**src/rtl/bit_serializer_pkg.sv**
```systemverilog
// Shared types and constants for the bit serializer.
// Optional feature macro: BIT_SERIALIZER_PARITY_EN (appends one even-parity bit per frame).
package bit_serializer_pkg;

`ifdef BIT_SERIALIZER_PARITY_EN
    typedef enum logic [1:0] {
        IDLE  = 2'd0,
        SHIFT = 2'd1,
        PAR   = 2'd2
    } state_t;

    localparam int unsigned PAR_BITS = 1;
`else
    typedef enum logic [1:0] {
        IDLE  = 2'd0,
        SHIFT = 2'd1
    } state_t;

    localparam int unsigned PAR_BITS = 0;
`endif

endpackage

```
**src/rtl/bit_serializer_tick.sv**
```systemverilog
// Bit hold counter: strobes tick_c in the last of DIV cycles of each serial bit.
module bit_tick_gen #(
    parameter int unsigned DIV = 1
) (
    input  logic clk,
    input  logic rst,
    input  logic clr,
    input  logic en,
    output logic tick_c
);

    localparam int unsigned CW = (DIV > 1) ? $clog2(DIV) : 1;

    logic [CW-1:0] cnt;

    assign tick_c = (cnt == CW'(DIV - 1));

    // Hold counter: cleared on word accept, wraps DIV-1 -> 0 while a frame is in flight
    always_ff @(posedge clk or negedge rst) begin
        if (!rst) begin
            cnt <= '0;
        end else if (clr) begin
            cnt <= '0;
        end else if (en) begin
            cnt <= tick_c ? '0 : cnt + CW'(1);
        end
    end

endmodule

```
**src/rtl/bit_serializer.sv**
```systemverilog
// Parallel-to-serial converter, MSB first, each bit held DIV cycles.
// Optional feature macro: BIT_SERIALIZER_PARITY_EN (even-parity bit after bit 0).
module bit_serializer
    import bit_serializer_pkg::*;
#(
    parameter int unsigned WIDTH = 8,
    parameter int unsigned DIV   = 1
) (
    input  logic             clk,
    input  logic             rst,
    input  logic [WIDTH-1:0] din,
    input  logic             din_valid,
    output logic             din_ready,
    output logic             sout,
    output logic             sout_valid,
    output logic             busy
);

    localparam int unsigned BW = $clog2(WIDTH);

    state_t           state;
    logic [WIDTH-1:0] sr;
    logic [BW-1:0]    bit_cnt;
    logic             tick_c;
    logic             last_cycle_c;
    logic             accept_c;
`ifdef BIT_SERIALIZER_PARITY_EN
    logic             par_bit;
`endif

    // Final cycle of the final bit of the frame (data bit 0, or the parity bit)
`ifdef BIT_SERIALIZER_PARITY_EN
    assign last_cycle_c = tick_c && (state == PAR);
`else
    assign last_cycle_c = tick_c && (state == SHIFT) && (bit_cnt == '0);
`endif

    // Ready when idle or about to finish; forced low during reset
    assign din_ready = rst && ((state == IDLE) || last_cycle_c);
    assign accept_c  = din_valid && din_ready;

    // The MSB of the shift register is the line; cleared register means idle line 0
    assign sout = sr[WIDTH-1];

    bit_tick_gen #(
        .DIV(DIV)
    ) u_tick (
        .clk   (clk),
        .rst   (rst),
        .clr   (accept_c),
        .en    (state != IDLE),
        .tick_c(tick_c)
    );

    // Frame FSM: load on accept, shift on each bit boundary, then parity or idle
    always_ff @(posedge clk or negedge rst) begin
        if (!rst) begin
            state      <= IDLE;
            sr         <= '0;
            bit_cnt    <= '0;
            sout_valid <= 1'b0;
            busy       <= 1'b0;
`ifdef BIT_SERIALIZER_PARITY_EN
            par_bit    <= 1'b0;
`endif
        end else if (accept_c) begin
            state      <= SHIFT;
            sr         <= din;
            bit_cnt    <= BW'(WIDTH - 1);
            sout_valid <= 1'b1;
            busy       <= 1'b1;
`ifdef BIT_SERIALIZER_PARITY_EN
            par_bit    <= ^din;
`endif
        end else begin
            case (state)
                SHIFT: begin
                    if (tick_c) begin
                        if (bit_cnt == '0) begin
`ifdef BIT_SERIALIZER_PARITY_EN
                            state <= PAR;
                            sr    <= {par_bit, (WIDTH-1)'(0)};
`else
                            state      <= IDLE;
                            sr         <= '0;
                            sout_valid <= 1'b0;
                            busy       <= 1'b0;
`endif
                        end else begin
                            sr      <= {sr[WIDTH-2:0], 1'b0};
                            bit_cnt <= bit_cnt - BW'(1);
                        end
                    end
                end
`ifdef BIT_SERIALIZER_PARITY_EN
                PAR: begin
                    if (tick_c) begin
                        state      <= IDLE;
                        sr         <= '0;
                        sout_valid <= 1'b0;
                        busy       <= 1'b0;
                    end
                end
`endif
                default: begin
                    state <= IDLE;
                end
            endcase
        end
    end

endmodule

```
**config.mk**
```make
export PLATFORM = sky130hd
export DESIGN_NAME = bit_serializer
export DESIGN_NICKNAME = d
export VERILOG_FILES = /design/src/rtl/bit_serializer_pkg.sv /design/src/rtl/bit_serializer_tick.sv /design/src/rtl/bit_serializer.sv
export SDC_FILE = /design/constraint.sdc
export NUM_CORES = 1
export LEC_CHECK = 0
export BUFFER_PORTS_ARGS = -buffer_cell sky130_fd_sc_hd__buf_2
export CORE_MARGIN = 10
export CORE_UTILIZATION = 41
export CTS_CLUSTER_DIAMETER = 80
export DETAILED_ROUTE_END_ITERATION = 6
export GPL_TIMING_DRIVEN = 0
export PLACE_DENSITY = 0.74
export SYNTH_ARGS = -nofsm -noshare
export SYNTH_HDL_FRONTEND = slang
export SYNTH_HIERARCHICAL = 1
export SYNTH_SLANG_ARGS = --single-unit
```
**constraint.sdc**
```tcl
create_clock -name clk -period 1.8 [get_ports clk]
set_clock_uncertainty 0.2 [all_clocks]
set_input_delay 0.36 -clock clk [delete_from_list [all_inputs] [get_ports clk]]
set_output_delay 0.36 -clock clk [all_outputs]
set_load 0.02 [all_outputs]
```
==> flow_summary.toml <==
[cts]
cts-root-buf = "clkbuf_4"
htree_num_levels = 1
clock_latency_ns = 0.28
clock_sinks = 13
cts_buffers = 3
clk_pin_slew_ns = 0.08
clk_path_buf_depth = 2
cts_tree = "built"

[finish]
multiInputGateArea_um2 = 324
drive_gt1_frac = 0.442
fin_area_um2 = 885
diodes = 0
nets = 100
fillers = 138
seqCellArea_um2 = 325
fin_util = 0.580
areaGrowthSynthToFinish_pct = 32.1

[setup_path]
critPathBufInv = 2
cp_top_family = "flip-flops"
reg2reg_slack_ns = 0.06
cp-end-kind = "output port"
crit_fanout = 2
critPathLaunch = "bit_cnt[1]$_DFFE_PN0P_"
rr_startpoint = "bit_cnt[1]$_DFFE_PN0P_"
max_stage_delay_ns = 0.39
cp-start-kind = "flop"
required_ns = 1.24
critPathSlowestCell = "dfrtp_1"
path_cells = "inv_2 -> ha_4 -> nand3b_1 -> nand2_1 -> and2_4 -> buf_6"
cp.arrival_ns = 1.31
rr_endpoint = "sr[5]$_DFFE_PN0P_"
r2r_cells = 8
crit_type = "reg2out"

[global_route]
antenna_found_initial = 0
grt_max_degree = 14
grt_pass1_wl_um = 2570
grt_pass1_vias = 554
grt_util_all_layers = 0.0929
overflow = 0

[placement]
dpl.hpwl_um = 1030
post-place-ws_ns = 0.0564
place_area_um2 = 759
gp_congestion = 0.749
port-buffer-count = 14

[timing]
fmax_ghz = 0.534
fin_setup_tns_ns = -0.0714
fin_crit_ns = 1.87
fin_crit_sh = 1.04
rsz0062_at_grt = "true"
slew_viol_final = 0
setup_viol = 1
hold_viol_final = 0
setup_ws_ns = -0.0714
timing_worst_slew_pin_value_ns = 0.600
whs_ns = 0.104
relSlewSlack = 0.599

[floorplan]
core_area_um2 = 1520
die_h_um = 60.4
chipWidth_um = 60.4
pin_count = 15
rows = 14
initial_core_util = 0.439
die_area_um2 = 3650

[power]
p_leak_nw = 0.469
ir_drop_mv = 0.724
p_per_area_nw_per_um2 = 1510

[synth]
ys.flop_type = "dfrtp_1"
syn-cell-area_um2 = 669
synth_cell_type_count = 23
syn_area_per_cell_um2 = 11.3
synth_cells = 59
ys_seq_elements = 13
syn_nets = 72
ys_seq_area_frac = 0.486
async_reset_ff_frac = 1.00
ys_warn_count = 6
synth-edff-count = 0

[run_status]
outcome = "complete, but fails checks"
violations = "negative setup slack"

[worst_hold_path]
holdPathStages = 2
worstHoldStart = "din[0]"
hold_path_end = "sr[0]$_DFFE_PN0P_"
hp-class = "in2reg"

[drt]
dr.pass1.iters = 4
drt-vias-per-instance = 5.43
drc = 0
ant_nets = 0
wirelength_um = 1570
drt_first_iter_violations = 17
vias = 554
wire_per_inst_um = 15.4

[flow_run]
drv_cap = 0
## cells in the mapped netlist, drive strengths merged (3+ instances only)
library cell / n / area share
and3: 7 / 0.065
a221o: 7 / 0.10
nand2: 4 / 0.026
dfrtp: 13 / 0.49
buf: 4 / 0.056
nor3: 3 / 0.022
## per-stage QoR
stage	total power, mW	cells
detailed placement	1.01	89
CTS	1.28	98
floorplan	0.874	59
global route	1.46	102
finish	1.34	102
global placement	0.990	89
## power by group
| group | internal, mW | leakage [nW] | switching [mW] |
|---|---|---|---|
| logic | 0.359 | 0.291 | 0.301 |
| clock network | 0.0859 | 0.0150 | 0.0952 |
| registers | 0.406 | 0.163 | 0.0907 |
| total | 0.851 | 0.469 | 0.486 |
## routing by layer
layer | part of all wire | track usage
met5 | 0 | 0
met4 | 0.0032 | 0.0192
met3 | 0.084 | 0.0564
met2 | 0.49 | 0.140
met1 | 0.42 | 0.111
## state kept, by name, indices dropped and copies added, names as in the netlist
signal	count
bit_cnt	3
busy	1
sr	8
state	1
## final cells by class
class                      instances  share of cell area
sequential                        13               0.368
multi-input combinational         40               0.366
timing repair buffer              23               0.163
buffer                             4              0.0424
clock buffer                       4              0.0297
tap                               16              0.0226
inverter                           2             0.00849
## how the worst max path moves through the flow
stage                         to  slack (ns)  cells past startpoint
5_1_grt                din_ready       -0.16                      6
3_3_place_gp   sr[1]$_DFFE_PN0P_        0.09                      5
4_1_cts                din_ready       -0.09                      6
6_report               din_ready       -0.07                      6
3_5_place_dp   sr[2]$_DFFE_PN0P_        0.06                      5
2_1_floorplan          din_ready        0.19                      5
## cells by family after synthesis
| logic type | Yosys count | share of synthesized area |
|---|---|---|
| simple gates | 24 | 0.230 |
| compound gates | 13 | 0.174 |
| flops | 13 | 0.486 |
| buf+inv | 6 | 0.0673 |
| fa+ha+maj | 2 | 0.0374 |
| other cells | 1 | 0.00560 |
## cells in the final DEF, fill, tap and decap left out, types with 2 or more instances in the layout
| master | Yosys | layout |
|---|---|---|
| buf_2 | 0 | 14 |
| dfrtp_1 | 13 | 13 |
| buf_4 | 2 | 9 |
| and3_1 | 7 | 7 |
| a221o_1 | 7 | 7 |
| nand2_1 | 3 | 3 |
| buf_6 | 2 | 3 |
| nor3_1 | 3 | 3 |
| clkbuf_4 | 0 | 3 |
| inv_2 | 0 | 2 |
| nand2b_1 | 2 | 2 |
| nand3_1 | 2 | 2 |
| a211o_1 | 2 | 2 |
| o21ai_0 | 2 | 2 |
## worst reg2reg max path: stages (launching register included)
cell and delay [ns]:
dfrtp_1 0.36, inv_2 0.06, ha_4 0.15, nand3b_1 0.09, buf_4 0.11, buf_4 0.10
a21oi_4 0.07, buf_6 0.14, a221o_1 0.34
## what timing repair did
item                                    CTS  global route
gates cloned                              0             1
pin swaps                                 2             4
buffers inserted                          4             4
hold buffers                              1             0
resized for setup                         6             3
endpoints found under the setup margin    1            13
endpoints found under the hold margin    13             0
(Power assumes the default switching activity.)
